**src/rtl/iris_argmax_classifier.sv**
```systemverilog
// Argmax stage of the Iris network: captures three signed class scores and resolves
// the winner, its margin over the runner-up and a confidence flag over five edges.
module iris_argmax_classifier #(
   parameter  int DATA_WIDTH = 8,
   parameter  int MIN_MARGIN = 0,
   localparam int SW         = DATA_WIDTH + 6
) (
   input  logic                 clk,
   input  logic                 rst,
   input  logic                 En,
   input  logic                 Run,
   input  logic signed [SW-1:0] Y0,
   input  logic signed [SW-1:0] Y1,
   input  logic signed [SW-1:0] Y2,
   output logic                 Busy,
   output logic                 Valid,
   output logic [1:0]           Class,
   output logic signed [SW-1:0] MaxScore,
   output logic [SW-1:0]        Margin,
   output logic                 Confident
);

   typedef enum logic [2:0] {
      IDLE   = 3'd0,
      CMP1   = 3'd1,
      CMP2   = 3'd2,
      MARGIN = 3'd3,
      DONE   = 3'd4
   } state_t;

   localparam logic signed [SW-1:0] MIN_SCORE = {1'b1, {(SW-1){1'b0}}};
   localparam logic [SW-1:0]        MIN_M     = MIN_MARGIN[SW-1:0];

   state_t                state;
   state_t                state_next;
   logic signed [SW-1:0]  s1;
   logic signed [SW-1:0]  s2;
   logic signed [SW-1:0]  best;
   logic signed [SW-1:0]  second;
   logic [1:0]            idx;
   logic [SW-1:0]         mreg;
   logic signed [SW-1:0]  cmp_val;
   logic [1:0]            cmp_idx;
   logic                  start;

   // A Run seen in the Valid cycle belongs to the finished operation, so it is dropped.
   assign start = (state == IDLE) && Run && !Valid;
   assign Busy  = (state != IDLE);

   always_comb begin
      // NOTE: every combinational output gets a default first so no latch is inferred.
      state_next = state;
      unique case (state)
         IDLE:    if (start) state_next = CMP1;
         CMP1:    state_next = CMP2;
         CMP2:    state_next = MARGIN;
         MARGIN:  state_next = DONE;
         DONE:    state_next = IDLE;
         default: state_next = IDLE;
      endcase
   end

   always_comb begin
      cmp_val = s1;
      cmp_idx = 2'd1;
      if (state == CMP2) begin
         cmp_val = s2;
         cmp_idx = 2'd2;
      end
   end

   // NOTE: sequential state uses non-blocking assignments so all registers update together.
   always_ff @(posedge clk) begin
      if (rst) begin
         state <= IDLE;
      end else if (En) begin
         state <= state_next;
      end
   end

   always_ff @(posedge clk) begin
      if (rst) begin
         s1        <= '0;
         s2        <= '0;
         best      <= '0;
         second    <= '0;
         idx       <= '0;
         mreg      <= '0;
         Class     <= '0;
         MaxScore  <= '0;
         Margin    <= '0;
         Confident <= 1'b0;
         Valid     <= 1'b0;
      end else if (En) begin
         Valid <= 1'b0;
         unique case (state)
            IDLE: begin
               if (start) begin
                  s1     <= Y1;
                  s2     <= Y2;
                  best   <= Y0;
                  idx    <= 2'd0;
                  second <= MIN_SCORE;
               end
            end
            CMP1, CMP2: begin
               // Strict compares keep the lowest index on ties and let a tie land in second.
               if (cmp_val > best) begin
                  second <= best;
                  best   <= cmp_val;
                  idx    <= cmp_idx;
               end else if (cmp_val > second) begin
                  second <= cmp_val;
               end
            end
            MARGIN: begin
               // best >= second, so the true difference fits SW unsigned bits and the
               // modulo-2^SW result equals the SW+1-bit difference exactly.
               mreg <= best - second;
            end
            DONE: begin
               Class     <= idx;
               MaxScore  <= best;
               Margin    <= mreg;
               Confident <= (mreg > MIN_M);
               Valid     <= 1'b1;
            end
            default: ;
         endcase
      end
   end

endmodule
```
**config.mk**
```make
export PLATFORM = sky130hd
export DESIGN_NAME = iris_argmax_classifier
export DESIGN_NICKNAME = d
export VERILOG_FILES = /design/src/rtl/iris_argmax_classifier.sv
export SDC_FILE = /design/constraint.sdc
export NUM_CORES = 1
export LEC_CHECK = 0
export CAP_MARGIN = 30
export CELL_PAD_IN_SITES_DETAIL_PLACEMENT = 1
export CELL_PAD_IN_SITES_GLOBAL_PLACEMENT = 1
export CORE_ASPECT_RATIO = 1.75
export CORE_MARGIN = 5
export CORE_UTILIZATION = 46
export CTS_BUF_LIST = sky130_fd_sc_hd__clkbuf_8
export DETAILED_ROUTE_END_ITERATION = 16
export GPL_TIMING_DRIVEN = 0
export PLACE_DENSITY_LB_ADDON = 0.2
export SLEW_MARGIN = 20
export SYNTH_ARGS = -nofsm -noshare
export SYNTH_HDL_FRONTEND = slang
export SYNTH_SLANG_ARGS = --single-unit
```
**constraint.sdc**
```tcl
create_clock -name clk -period 7.7 [get_ports clk]
set_input_delay 2.31 -clock clk [delete_from_list [all_inputs] [get_ports clk]]
set_output_delay 2.31 -clock clk [all_outputs]
set_load 0.1 [all_outputs]
```
# Word level (Yosys, flattened, before mapping)
# Cells that the tools add are included.
# word_totals
regBits	107
mem_bits_rw	0
romBits	0
n_memories	0
wordCells	51
inputBits	46
output_inout_bits	33
latchBits	0
# classes
n_mul	0
div_mod_pow	0
n_reduce_logical	13
eq_ne	7
bitwise	0
muxes	15
order_cmp	3
add_sub_neg	1
shift	0
# ops
cell	n
$mux 14	6
$pmux 14 s2	2
$gt 14x14->1	2
$gt 14x1->1 const B	1
$sub 14x14->14	1
$pmux 3 s4	1
$reduce_and 4->1	2
$eq 3x2->1 const B	2
$mux 2	3
$reduce_and 2->1	3
$ne 2x2->1 const B	2
$pmux 2 s2	1
$eq 3x1->1 const B	1
$eq 3x3->1 const B	1
$logic_not 3->1	1
$mux 3	1
$ne 3x3->1 const B	1
$reduce_and 3->1	1
$reduce_bool 3->1	1
$logic_and 1x1->1	2
$reduce_bool 2->1	1
$reduce_or 2->1	1
$logic_not 1->1	1
$mux 1	1

# Longest topological paths before layout
# Gate-level depths: netlist of run 1.
# logic_depth
word_depth	6
ltp_mapped	15
mapped_depth_nobuf	11

# Worst setup path after synthesis of run 1
# No wires, ideal clock.
# synth_timing
path_kind	input -> register
from	input Run
to	register second[10]
setup_slack_ns	3.979
cell_stages	8
arrival_ns	3.604
setup_ns	0.117
path_buffers	1
required_ns	7.583
cell_sequence	a21o_1 -> o211ai_2 -> and2b_1 -> a21oi_4 -> o31ai_4 -> nand2_2 -> buf_4 -> o2bb2ai_2
# synth_between
elab_chain_cells	4
# synth_lines
item	line	source
start: declaration	11	input logic Run,
$logic_and 1x1->1 (2 in series)	47	assign start = (state == IDLE) && Run && !Valid;
$ne 2x2->1 (no line)	n/a	
$reduce_and 4->1 (no line)	n/a	
end signal: assignment	109	second <= best;
end signal: assignment	113	second <= cmp_val;
end: declaration	39	logic signed [SW-1:0] second;
# Every way passes these cells.
# A chain may end at the register's enable or synchronous reset.

# Final worst setup path of run 1
# layout_timing
from	register state[2]
to	output Busy
# layout_between
elab_chain_cells	1
# layout_lines
item	line	source
start: declaration	34	state_t state;
start signal: assignment	77	state <= state_next;
$reduce_bool 3->1	48	assign Busy = (state != IDLE);
end: declaration	15	output logic Busy,
# Every way passes these cells.

==> results.cfg, run 1 <==
[status]
outcome = completed

[cts]
clkSlewWorstSetupHoldPaths_ps = 100
clkSinkCount = 107
cts_tree = built
cts_setup_buffers = 0
cts_inserted_buffers = 9
clockBufferDepth = 2
cts-root-buf = clkbuf_8
ctsResizeCount = 0
clock_latency_ps = 390
htreeDepth = 3
hold_buffers = 0

[route]
drt_wl_total_mm = 17.59
drc_errors = 0
drtPass1Iterations = 5
drtIter0Drc = 173
detail-route-antenna-nets = 0
routed_via_density = 5.497
vias = 5134
routedWlPerCell_um = 18.83

[die]
dieArea_sq_mm = 0.01470
ios = 79
coreArea_sq_mm = 0.01207
fp.dieH_um = 156.7
start_util = 0.4687
fp.dieW_um = 93.83
row_count = 53

[synthesis]
synthArstFlopShare = 0
synth_enable_flop_cells = 0
synth_seq_area_share = 0.3787
synth.distinct_cells = 59
synthCells = 677
synth_ff_type = dfxtp_1
synth_warnings = 0
syn_nets = 765
syn_area_sq_mm = 0.005657
syn_area_per_cell_sq_um = 8.356
synth.ff_latch_count = 107

[placement]
hpwlAfterDp_mm = 13.97
dpl_cell_area_sq_mm = 0.006634
io_buffers = 77
pre_cts_slack_ps = 3086
gp_congestion = 0.8579

[global_routing]
grt_usage = 0.2482
grt_pass1_wl_mm = 28.23
overflow = 0
grt_pass1_vias = 5689
grt_max_degree = 18
antenna_found_initial = 0

[critical_path]
cp_num_buf_inv = 2
setup.worst_path.class = reg -> out
cpPeakStageDelay_ps = 980
required_ps = 5390
cp_max_fo = 10
start_kind = flop
arrival_ps = 2250
cp_top_family = buffers and inverters
path_cells = buf_2 -> or3_1 -> clkdlybuf4s50_1
critPathSlowestCell = clkdlybuf4s50_1
cp-end-kind = output port

[power_and_ir_drop]
power.density_mw_per_mm2 = 224.2
p_total_mw = 1.531
power.leakage_nw = 2.581
ir_worst_vdd_uv = 94.47

[cells_and_area]
layout-drive-gt1-share = 0.09103
register_area_sq_mm = 0.002142
fillerInstances = 1514
multi_input_area_sq_mm = 0.003198
finalNetCount = 853
design_area_sq_mm = 0.006825
syn_to_final_growth_pct = 20.66
antenna_cells = 0
final_cell_mix = nand2_1 (142), dfxtp_1 (107), a21oi_1 (103)
final_common_cell = nand2_1

[timing]
period_minus_slack_ps = 4558
setup_slack_ps = 3142
skew_ps = 11.51
relSlewSlack = 0.3372
worstMarginPinSlew_ps = 991.1
maxSlewViolCount = 0
whs_ps = 460.6
hold_viol_final = 0
finalCritPeriodShare = 0.5919
rsz0062_at_grt = false
setup_tns_ps = 0
fmax_mhz = 219.4
final-setup-viol-count = 0

[job]
cap_violations = 0

[min_path]
hp-class = reg -> reg
per-layer routing:
| metal | share of wire | track usage |
|---|---|---|
| met2 | 0.57 | 0.4961 |
| met3 | 0.031 | 0.03319 |
| met4 | 0.041 | 0.1123 |
| met5 | 0 | 0 |
| met1 | 0.36 | 0.2435 |
registers in the layout (all words and copies together) (netlist names):
register	cells
Margin	14
MaxScore	14
best	14
mreg	14
s1	14
s2	14
second	14
state	3
Class	2
idx	2
Confident	1
Valid	1
cells by family (layout without fill, tap and decap cells):
group | Yosys count | count (layout) | share of synthesized area
simple gates | 243 | 243 | 0.1885
compound gates | 163 | 163 | 0.1927
flops | 107 | 107 | 0.3787
buf+inv | 72 | 164 | 0.05596
fa+ha+maj | 42 | 42 | 0.09423
mux | 41 | 41 | 0.07609
xor+xnor | 9 | 9 | 0.01394
per-stage QoR:
stage,std cells,utilization
2_1_floorplan,677,-
3_3_place_gp,919,0.5497
3_5_place_dp,919,0.5497
4_1_cts,934,0.5655
5_1_grt,934,0.5655
6_report,934,0.5655
Yosys cell counts, types with 4 or more instances:
| library cell | number | area (sq um) |
|---|---|---|
| inv_1 | 33 | 123.9 |
| a21oi_1 | 103 | 515.5 |
| xnor2_1 | 6 | 52.55 |
| clkbuf_1 | 19 | 71.32 |
| o2bb2ai_2 | 10 | 150.1 |
| mux2_2 | 12 | 135.1 |
| a211oi_1 | 7 | 52.55 |
| o21ai_0 | 8 | 40.04 |
| nand2_1 | 142 | 533.0 |
| nand2b_1 | 4 | 25.02 |
| nor2_1 | 49 | 183.9 |
| ha_1 | 41 | 513.0 |
| nand3_1 | 6 | 30.03 |
| nand4_1 | 5 | 31.28 |
| nand3b_1 | 6 | 45.04 |
| a21o_1 | 8 | 60.06 |
| mux2i_1 | 28 | 280.3 |
| and3_1 | 4 | 25.02 |
| buf_2 | 13 | 65.06 |
| nor2b_1 | 4 | 25.02 |
| nor3_1 | 7 | 35.03 |
| dfxtp_1 | 107 | 2142 |
layout make-up:
type                            count  share of cell area
Buffer                             39             0.02823
Clock buffer                        9             0.01815
Clock inverter                      6            0.009899
Inverter                           33             0.01815
Multi-Input combinational cell    498              0.4686
Sequential cell                   107              0.3138
Tap cell                          165             0.03025
Timing Repair Buffer               77              0.1129
power by group:
part,total [mW],internal [mW],switching (mW)
clock network,0.353,0.149,0.203
registers,0.612,0.580,0.0314
logic,0.566,0.237,0.329
tightest hold or removal path, delay by kind of cell (launching register included):
family / cells / cell delay [ps]
and+or+nand+nor: 1 / 50
AOI/OAI and AO/OA: 1 / 50
DFF: 1 / 320
path summary, 6_finish.rpt:
check | start | cells after the start | endpoint | slack (ps)
setup / recovery | state[2] | 3 | Busy | 3140
setup reg to reg | state[1] | 14 | best[3] | 3570
hold / removal | Margin[3] | 2 | Margin[3] | 460
hold reg to reg | Margin[3] | 2 | Margin[3] | 460
(Power assumes the default switching activity.)
==> run 2, diff against run 1 <==
Settings changed: CORE_UTILIZATION 46 to 43.
Clock period 7.7 ns to 4.2 ns, I/O delays scaled along.
==> results.cfg, run 2 (synthesis results as in run 1) <==
[timing]
period_minus_slack_ps = 3927
relSlewSlack = 0.3405
maxSlewViolCount = 0
setup_tns_ps = 0
rsz0062_at_grt = false
hold_viol_final = 0
skew_ps = 15.15
finalCritPeriodShare = 0.9349
fmax_mhz = 254.7
worstMarginPinSlew_ps = 986.1
final-setup-viol-count = 0

[route]
drc_errors = 0
routedWlPerCell_um = 18.59
drtPass1Iterations = 4
vias = 5102
detail-route-antenna-nets = 0
routed_via_density = 5.399
drtIter0Drc = 145
drt_wl_total_mm = 17.57

[cts]
clkSinkCount = 107
clockBufferDepth = 2
cts-root-buf = clkbuf_8
clock_latency_ps = 390
ctsResizeCount = 0
clkSlewWorstSetupHoldPaths_ps = 110
cts_inserted_buffers = 9
htreeDepth = 3
cts_setup_buffers = 0
cts_tree = built
hold_buffers = 0

[global_routing]
grt_pass1_wl_mm = 28.10
grt_usage = 0.2240
overflow = 0
grt_pass1_vias = 5680
antenna_found_initial = 0
grt_max_degree = 19

[die]
dieArea_sq_mm = 0.01564
ios = 79
coreArea_sq_mm = 0.01294
fp.dieH_um = 161.7
start_util = 0.4372
row_count = 55
fp.dieW_um = 96.70

[critical_path]
cp_max_fo = 10
arrival_ps = 4180
rr_worst_depth = 14
required_ps = 4460
cp-end-kind = flop
setup.worst_path.class = reg -> reg
reg2reg_to = idx[1]
start_kind = flop
r2r_slack_ps = 270
r2r_start = state[1]

[cells_and_area]
final_common_cell = nand2_1
antenna_cells = 0
fin_cells = 945
final_cell_mix = nand2_1 (142), dfxtp_1 (107), a21oi_1 (103)
layout-drive-gt1-share = 0.09561
fillerInstances = 1630
finalNetCount = 857
syn_to_final_growth_pct = 21.08

[power_and_ir_drop]
ir_worst_vdd_uv = 193.0
power.leakage_nw = 2.604
power.density_mw_per_mm2 = 403.6

[job]
cap_violations = 0

[min_path]
hp-class = reg -> reg
whs_endpoint = s1[3]
min_from = s1[3]
hold_path_depth = 2

[status]
outcome = completed

[placement]
hpwlAfterDp_mm = 14.18
io_buffers = 77
gp_congestion = 0.8913
placedCellCount = 925
## run 2: layout make-up
| type | count | area, sq um | share of cell area |
|---|---|---|---|
| multi-input combinational | 498 | 3198 | 0.4669 |
| sequential | 107 | 2142 | 0.3128 |
| timing repair buffer | 81 | 800.8 | 0.1169 |
| tap | 171 | 214.0 | 0.03124 |
| buffer | 39 | 192.7 | 0.02813 |
| clock buffer | 9 | 123.9 | 0.01809 |
| inverter | 33 | 123.9 | 0.01809 |
| clock inverter | 7 | 53.80 | 0.007855 |
## run 2: worst max-delay path by stage
stage                     startpoint         end  slack [ps]  cells after the start
after CTS                   state[1]      idx[1]          60                     13
after floorplan             state[1]  second[10]        1050                     14
after global routing        state[1]     best[4]         110                     15
after global placement      state[1]      idx[1]         270                     13
final                       state[1]      idx[1]         270                     14
after detailed placement    state[1]      idx[1]          90                     13
## run 2: metrics by stage
step / hold WS (ps) / worst slack [ps] / power (mW) / area [sq um] / util
finish: 461.3 / 273.4 / 2.764 / 6849 / 0.5294
global route: 485.0 / 106.3 / 2.906 / 6849 / 0.5294
CTS: 462.1 / 64.43 / 2.767 / 6819 / 0.5271
detailed placement: 447.7 / 88.65 / 2.167 / 6641 / 0.5133
global placement: 440.7 / 270.6 / 2.114 / 6641 / 0.5133
floorplan: 431.6 / 1051 / 1.877 / 5657 / -
## run 2: worst max-delay path, cell delays in order (launching register included)
cell and delay (ps):
dfxtp_1 320, buf_2 190, nor3b_4 200, buf_4 200, buf_2 290, mux2_2 430
ha_1 310, and3_1 190, nand4_1 210, nor3_2 370, nor3_2 100, a21oi_4 300
buf_2 340, mux2i_1 250, nor2_1 60
## run 2: where the power goes
group          leakage, nW  switching [mW]  internal, mW
clock               0.0925           0.386         0.220
combinational         1.64           0.599         0.439
sequential           0.868          0.0556          1.06
total                 2.60            1.04          1.72
## run 2: metal layers
metal,track usage,vias to the layer above,part of all wire
met5,0,-,0
met4,0.1003,0,0.041
met3,0.03481,37,0.033
met2,0.4522,113,0.56
met1,0.2180,2445,0.36
li1,-,2507,-
